### src/rtl/traceback_ptr_encoder.sv
// Forward-fill traceback encoder: turns per-cell affine-gap DP decisions into 5-bit
// codes, packs PACK codes per memory word row by row, and tracks the best local score.
module traceback_ptr_encoder #(
  parameter int PACK    = 4,
  parameter int LEN_W   = 10,
  parameter int ADDR_W  = 16,
  parameter int SCORE_W = 16
) (
  input  logic                      clk,
  input  logic                      rst,
  input  logic                      start,
  input  logic [LEN_W-1:0]          qlen,
  input  logic [LEN_W-1:0]          rlen,
  input  logic                      in_valid,
  output logic                      in_ready,
  input  logic [2:0]                in_src,
  input  logic [3:0]                in_ext,
  input  logic signed [SCORE_W-1:0] in_score,
  output logic                      mem_we,
  output logic [ADDR_W-1:0]         mem_addr,
  output logic [5*PACK-1:0]         mem_wdata,
  output logic                      busy,
  output logic                      done,
  output logic signed [SCORE_W-1:0] best_score,
  output logic [LEN_W-1:0]          best_row,
  output logic [LEN_W-1:0]          best_col
);

  localparam int SLOT_W = (PACK > 1) ? $clog2(PACK) : 1;
  localparam logic [SLOT_W-1:0] LAST_SLOT = SLOT_W'(PACK - 1);

  localparam logic [1:0] S_IDLE  = 2'd0;
  localparam logic [1:0] S_RUN   = 2'd1;
  localparam logic [1:0] S_FLUSH = 2'd2;

  logic [1:0]        r_state;
  logic [LEN_W-1:0]  r_qlen;
  logic [LEN_W-1:0]  r_rlen;
  logic [LEN_W-1:0]  r_row;
  logic [LEN_W-1:0]  r_col;
  logic [SLOT_W-1:0] r_slot;
  logic [5*PACK-1:0] r_buf;
  logic [ADDR_W-1:0] r_addr;

  logic [4:0]        w_code;
  logic [5*PACK-1:0] w_word;
  logic              w_accept;
  logic              w_lastCol;
  logic              w_lastRow;
  logic              w_wordEnd;

  // Non-M sources end in 01 so that an I decision can never read back as STOP.
  always_comb begin
    w_code = 5'b00000;
    case (in_src)
      3'd0:    w_code = {1'b1, in_ext};
      3'd1:    w_code = 5'b00001;
      3'd2:    w_code = 5'b00101;
      3'd4:    w_code = 5'b01001;
      3'd5:    w_code = 5'b01101;
      default: w_code = 5'b00000;
    endcase
  end

  // Slots above the current one are always zero, so OR-ing in the code also pads the word.
  assign w_word    = r_buf | ((5*PACK)'(w_code) << (5 * r_slot));
  assign in_ready  = (r_state == S_RUN);
  assign busy      = (r_state != S_IDLE);
  assign w_accept  = in_valid && in_ready;
  assign w_lastCol = (r_col == r_qlen - 1'b1);
  assign w_lastRow = (r_row == r_rlen - 1'b1);
  assign w_wordEnd = (r_slot == LAST_SLOT) || w_lastCol;

  always_ff @(posedge clk) begin
    if (rst) begin
      r_state    <= S_IDLE;
      r_qlen     <= '0;
      r_rlen     <= '0;
      r_row      <= '0;
      r_col      <= '0;
      r_slot     <= '0;
      r_buf      <= '0;
      r_addr     <= '0;
      mem_we     <= 1'b0;
      mem_addr   <= '0;
      mem_wdata  <= '0;
      done       <= 1'b0;
      best_score <= '0;
      best_row   <= '0;
      best_col   <= '0;
    end else begin
      mem_we <= 1'b0;
      done   <= 1'b0;
      case (r_state)
        S_IDLE: begin
          if (start) begin
            if (qlen != '0 && rlen != '0) begin
              r_qlen     <= qlen;
              r_rlen     <= rlen;
              r_row      <= '0;
              r_col      <= '0;
              r_slot     <= '0;
              r_buf      <= '0;
              r_addr     <= '0;
              mem_addr   <= '0;
              best_score <= '0;
              best_row   <= '0;
              best_col   <= '0;
              r_state    <= S_RUN;
            end else begin
              done <= 1'b1;
            end
          end
        end
        S_RUN: begin
          if (w_accept) begin
            if (w_wordEnd) begin
              mem_we    <= 1'b1;
              mem_wdata <= w_word;
              mem_addr  <= r_addr;
              r_addr    <= r_addr + 1'b1;
              r_buf     <= '0;
              r_slot    <= '0;
            end else begin
              r_buf  <= w_word;
              r_slot <= r_slot + 1'b1;
            end
            if (w_lastCol) begin
              r_col <= '0;
              r_row <= r_row + 1'b1;
              if (w_lastRow) begin
                done    <= 1'b1;
                r_state <= S_FLUSH;
              end
            end else begin
              r_col <= r_col + 1'b1;
            end
            // Strict compare keeps the earliest cell on ties.
            if (in_score > best_score) begin
              best_score <= in_score;
              best_row   <= r_row;
              best_col   <= r_col;
            end
          end
        end
        S_FLUSH: r_state <= S_IDLE;
        default: r_state <= S_IDLE;
      endcase
    end
  end

endmodule

### config.mk
export PLATFORM = sky130hd
export DESIGN_NAME = traceback_ptr_encoder
export DESIGN_NICKNAME = d
export VERILOG_FILES = /design/src/rtl/traceback_ptr_encoder.sv
export SDC_FILE = /design/constraint.sdc
export NUM_CORES = 1
export LEC_CHECK = 0
export BUFFER_PORTS_ARGS = -buffer_cell sky130_fd_sc_hd__buf_2
export CAP_MARGIN = 25
export CORE_AREA = 2 2 161 163
export CTS_BUF_LIST = sky130_fd_sc_hd__clkbuf_16
export CTS_CLUSTER_SIZE = 24
export DETAILED_ROUTE_END_ITERATION = 10
export DIE_AREA = 0 0 163 165
export PLACE_DENSITY_LB_ADDON = 0.05
export SLEW_MARGIN = 25
export SYNTH_ARGS = -nofsm -noshare
export SYNTH_HDL_FRONTEND = slang
export SYNTH_SLANG_ARGS = --single-unit
### constraint.sdc
create_clock -name clk -period 5.6 [get_ports clk]
set_input_delay 0.84 -clock clk [delete_from_list [all_inputs] [get_ports clk]]
set_output_delay 0.84 -clock clk [all_outputs]
set_load 0.01 [all_outputs]
Word-level counts from Yosys, hierarchy flattened
Cells that the tools add are included.
{"block": "op_classes", "n_addsub": 6, "n_mul": 1, "div": 0, "n_lt_le_gt_ge": 1, "eq_ne": 15, "n_shift": 1, "n_mux": 49, "bitwise": 3, "reduce_logical": 17}
{"cell": "$mux W16", "count": 8}
{"cell": "$mux W10", "count": 10}
{"cell": "$pmux W16 S2", "count": 3}
{"cell": "$mux W20", "count": 4}
{"cell": "$pmux W10 S2", "count": 4}
{"cell": "$pmux W20 S2", "count": 1}
{"cell": "$pmux W5 S5", "count": 1}
{"cell": "$add A10 B1 Y10 const B", "count": 2}
{"cell": "$eq A10 B10 Y1", "count": 2}
{"cell": "$or A20 B20 Y20", "count": 1}
{"cell": "$reduce_and A5 Y1", "count": 4}
{"cell": "$reduce_bool A10 Y1", "count": 2}
{"cell": "$shl A5 B5 Y20", "count": 1}
{"cell": "$sub A10 B1 Y10 const B", "count": 2}
{"cell": "$mux W2", "count": 9}
{"cell": "$add A16 B1 Y16 const B", "count": 1}
{"cell": "$gt A16 B16 Y1", "count": 1}
{"cell": "$ne A2 B1 Y1 const B", "count": 5}
{"cell": "$pmux W2 S2", "count": 2}
{"cell": "$eq A3 B3 Y1 const B", "count": 2}
{"cell": "$mux W1", "count": 6}
{"cell": "$reduce_and A3 Y1", "count": 2}
{"cell": "$mul A3 B2 Y5 const A", "count": 1}
{"cell": "$ne A2 B2 Y1 const B", "count": 2}
{"cell": "14 further kinds", "count": 17}
{"block": "word_totals", "register_bits": 154, "latch_bits": 0, "ramBits": 0, "mem_bits_ro": 0, "inputBits": 47, "output_inout_bits": 76, "elab_cells": 108, "n_memories": 0}

Depth between registers and ports, before layout
{"block": "depth", "word_depth": 7, "mapped_depth": 13, "depth_no_buf": 9}

Worst setup path after synthesis
Ideal clock, no wire load.
{"block": "synth_path", "path_type": "input to register", "start": "input in_score[1]", "end": "register best_col[3]", "setup_ns": 0.072, "t_arrival_ns": 2.996, "required_time_ns": 5.528, "path_slack_ns": 2.532, "path_stages": 10, "path_buffers": 2, "path_cell_list": "ha_1 -> nor2b_1 -> o21a_1 -> o21ai_0 -> a2111oi_0 -> or3_1 -> o211ai_1 -> buf_1 -> buf_2 -> mux2i_1"}
{"block": "synth_via", "elab_chain_len": 3}
{"element": "from (decl)", "line_no": "18", "source": "input logic signed [SCORE_W-1:0] in_score,"}
{"element": "$gt A16 B16 Y1", "line_no": "139", "source": "if (in_score > best_score) begin"}
{"element": "$ne A2 B1 Y1 (no line)"}
{"element": "$reduce_and A5 Y1 (no line)"}
{"element": "to (signal assigned)", "line_no": "142", "source": "best_col <= r_col;"}
{"element": "to (decl)", "line_no": "26", "source": "output logic [LEN_W-1:0] best_col"}
No other way between the ends.
A chain may end at the register's enable or synchronous reset.

Worst setup path in the final report
{"block": "layout_path", "start": "register r_qlen[0]", "end": "register r_addr[13]"}
{"block": "layout_via", "elab_chain_len": 5}
{"element": "from (decl)", "line_no": "37", "source": "logic [LEN_W-1:0] r_qlen;"}
{"element": "from (signal assigned)", "line_no": "98", "source": "r_qlen <= qlen;"}
{"element": "$sub A10 B1 Y10", "line_no": "70", "source": "assign w_lastCol = (r_col == r_qlen - 1'b1);"}
{"element": "$eq A10 B10 Y1", "line_no": "70"}
{"element": "$logic_or A1 B1 Y1", "line_no": "72", "source": "assign w_wordEnd = (r_slot == LAST_SLOT) || w_lastCol;"}
{"element": "$ne A2 B1 Y1 (no line)"}
{"element": "$reduce_and A5 Y1 (no line)"}
{"element": "to (signal assigned)", "line_no": "121", "source": "r_addr <= r_addr + 1'b1;"}
{"element": "to (decl)", "line_no": "43", "source": "logic [ADDR_W-1:0] r_addr;"}
No other way between the ends.

==> results.json <==
{
  "die-area_um2": 26900,
  "io_buffers": 122,
  "drive_gt1_frac": 0.186,
  "clock_latency_ps": 430,
  "tightestPinTransition_ps": 983,
  "end_kind": "register",
  "cts_setup_buffers": 0,
  "drt_wl_total_um": 20300,
  "worstSetupPathType": "register to register",
  "wl_met3_um": 842,
  "dp_slack_ps": 1940,
  "row_count": 58,
  "setup_viol": 0,
  "cp.buffers_inverters": 2,
  "synth_seq_cells": 154,
  "cp.arrival_ps": 3640,
  "critical_path.top_delay_family": "compound AO/OA/AOI/OAI gates",
  "ioPinCount": 123,
  "num_vias": 6367,
  "start_util": 0.298,
  "path_max_fanout": 45,
  "synth_top_area_cell": "dfxtp_1",
  "coreArea_um2": 25000,
  "cts_htree_levels": 4,
  "finalWeightedCongestion": 0.785,
  "hold_violations": 0,
  "area_growth_pct": 20.4,
  "hold_buffers": 0,
  "syn-num-nets": 956,
  "max-slew-margin-rel": 0.344,
  "grt_pass1_vias": 6080,
  "synth_cell_types": 56,
  "die_h_um": 165,
  "postSynthAreaPerCell_um2": 8.41,
  "multiInputGateArea_um2": 4070,
  "grt.total_usage": 0.156,
  "cts_tree": "built",
  "regArea_um2": 3080,
  "post_cts_resize_count": 0,
  "cts_buffer_depth": 2,
  "drt_iter0_markers": 268,
  "hpwl_um": 14300,
  "fill_cells": 2672,
  "drtPass1Iterations": 4,
  "crit-reg2reg-launch": "r_qlen[0]",
  "cp_slowest_cell": "or4_1",
  "hold_path_startpoint": "mem_addr[8]",
  "status": "finished clean",
  "drc": 0,
  "numCtsBuffers": 17,
  "ys_seq_area_frac": 0.413,
  "async_flop_share": 0,
  "antenna_left": 0,
  "slew_violations": 0,
  "cts_num_sinks": 154,
  "routed_via_density": 4.80,
  "synthTopCellsByArea": "dfxtp_1, mux2i_1, nand2_1",
  "wl_met1_um": 9840,
  "synth.most_common_cell": "dfxtp_1",
  "fin_crit_sh": 0.584,
  "startpoint": "r_qlen[0]",
  "routed.top_layer": "met4",
  "cpPeakStageDelay_ps": 520,
  "rsz0062_at_grt": "false",
  "syn_inst": 887,
  "grt_antenna_before_repair": 1,
  "peakVddDrop_mv": 0.151,
  "critPathRequiredTime_ps": 5970,
  "yosys_warnings": 0,
  "hp-class": "register to register",
  "synthTopCellsByCount": "dfxtp_1, nand2_1, nor2_1",
  "setup-tns-final_ps": 0,
  "wire_per_inst_um": 15.3,
  "p_leak_nw": 3.70,
  "setup_slack_ps": 2330,
  "nNetsFinal": 1051,
  "die_x_um": 163,
  "maxCapViolCount": 0,
  "gr-total-overflow": 0,
  "grt_pass1_wl_um": 33100,
  "clk_pin_slew_ps": 70,
  "period_minus_slack_ps": 3270,
  "synth_edf_count": 0,
  "powerDensity_nw_per_um2": 291,
  "finalClockSkew_ps": 12.5,
  "fmax_ghz": 0.306,
  "root_buffer": "clkbuf_16",
  "syn-cell-area_um2": 7460,
  "synth-main-ff-cell": "dfxtp_1",
  "crit_path_cell_trace": "inv_1 -> ha_1 -> o21bai_1 -> a211o_1 -> a31oi_1 -> o311ai_2 -> a21o_1 -> buf_4 -> or4_1 -> nand2_1",
  "cp-start-kind": "register",
  "synth_top_area_frac": 0.413,
  "wl_met2_um": 9390,
  "grt_max_degree": 87
}
==> placed cells by master, fill, tap and decap left out, types with 7 or more instances in the layout <==
master / Yosys / layout
dfxtp_1: 154 / 154
nand2_1: 132 / 132
buf_2: 14 / 122
nor2_1: 119 / 117
mux2i_1: 69 / 69
a21oi_1: 44 / 43
nand3_1: 30 / 30
inv_1: 29 / 29
a211oi_1: 23 / 23
ha_1: 22 / 22
nand4_1: 21 / 21
xor2_1: 18 / 18
clkbuf_16: 0 / 17
xnor2_1: 15 / 15
nand2b_1: 11 / 11
nor3_1: 11 / 11
a22oi_1: 11 / 11
buf_4: 0 / 10
nor2b_1: 8 / 8
a21o_1: 8 / 8
o211ai_1: 7 / 7
a32oi_1: 7 / 7
==> logic make-up (layout without fill, tap and decap cells) <==
| group | count (synthesis) | count (layout) | synth area share |
|---|---|---|---|
| adder cells (fa/ha/maj) | 22 | 22 | 0.0369 |
| buffers and inverters | 86 | 194 | 0.0456 |
| multiplexers | 70 | 70 | 0.0941 |
| XOR/XNOR | 34 | 34 | 0.0418 |
| AO/OA/AOI/OAI | 144 | 144 | 0.138 |
| flip-flops | 154 | 154 | 0.413 |
| other | 0 | 1 | 0 |
| AND/OR/NAND/NOR | 377 | 377 | 0.230 |
==> final cells by class <==
class	instances	share of cell area
multi-input combinational	647	0.453
sequential	154	0.343
timing repair buffer	133	0.0795
clock buffer	17	0.0474
tap	330	0.0460
clock inverter	15	0.0184
inverter	29	0.0121
antenna	1	0.000279
==> metrics by stage <==
step           hold WS, ps  std cells  cell area [um^2]  utilization  power, mW
5_1_grt                475       1325              8970        0.358       2.73
4_1_cts                456       1324              8950        0.357       2.66
3_5_place_dp           444       1292              8360        0.334       1.47
6_report               451       1326              8980        0.359       2.61
2_1_floorplan          431        887              7460            -       1.38
3_3_place_gp           440       1292              8360        0.334       1.47
==> worst paths after layout <==
check / end / slack [ps] / depth (start not counted)
worst max-delay path: r_addr[13] / 2330 / 10
worst min-delay path: mem_addr[8] / 450 / 2
worst max register to register: r_addr[13] / 2330 / 10
worst min register to register: mem_addr[8] / 450 / 2
==> worst register-to-register path: cells and delay by family (launching register included) <==
family	cells	cell delay, ps
AO/OA/AOI/OAI	5	1450
AND/OR/NAND/NOR	2	600
flip-flops	1	440
buffers and inverters	2	430
adder cells (fa/ha/maj)	1	310
==> registers in the layout, summed over array words and instances (netlist names), 2 cells and up <==
register    cells
r_rlen         10
mem_addr       16
mem_wdata      20
r_col          10
r_qlen         10
best_col       10
r_buf          20
r_slot          2
best_score     16
r_state         2
r_addr         16
best_row       10
r_row          10
==> layer usage <==
| layer | vias to the layer above | GRT usage |
|---|---|---|
| met5 | - | 0 |
| met4 | 0 | 0.0487 |
| met3 | 16 | 0.0344 |
| met2 | 100 | 0.253 |
| met1 | 2960 | 0.207 |
| li1 | 3291 | - |
==> power breakdown <==
part / switching [mW] / internal (mW)
Sequential: 0.0272 / 1.11
Clock: 0.504 / 0.667
Combinational: 0.184 / 0.118
(Power assumes the default switching activity.)
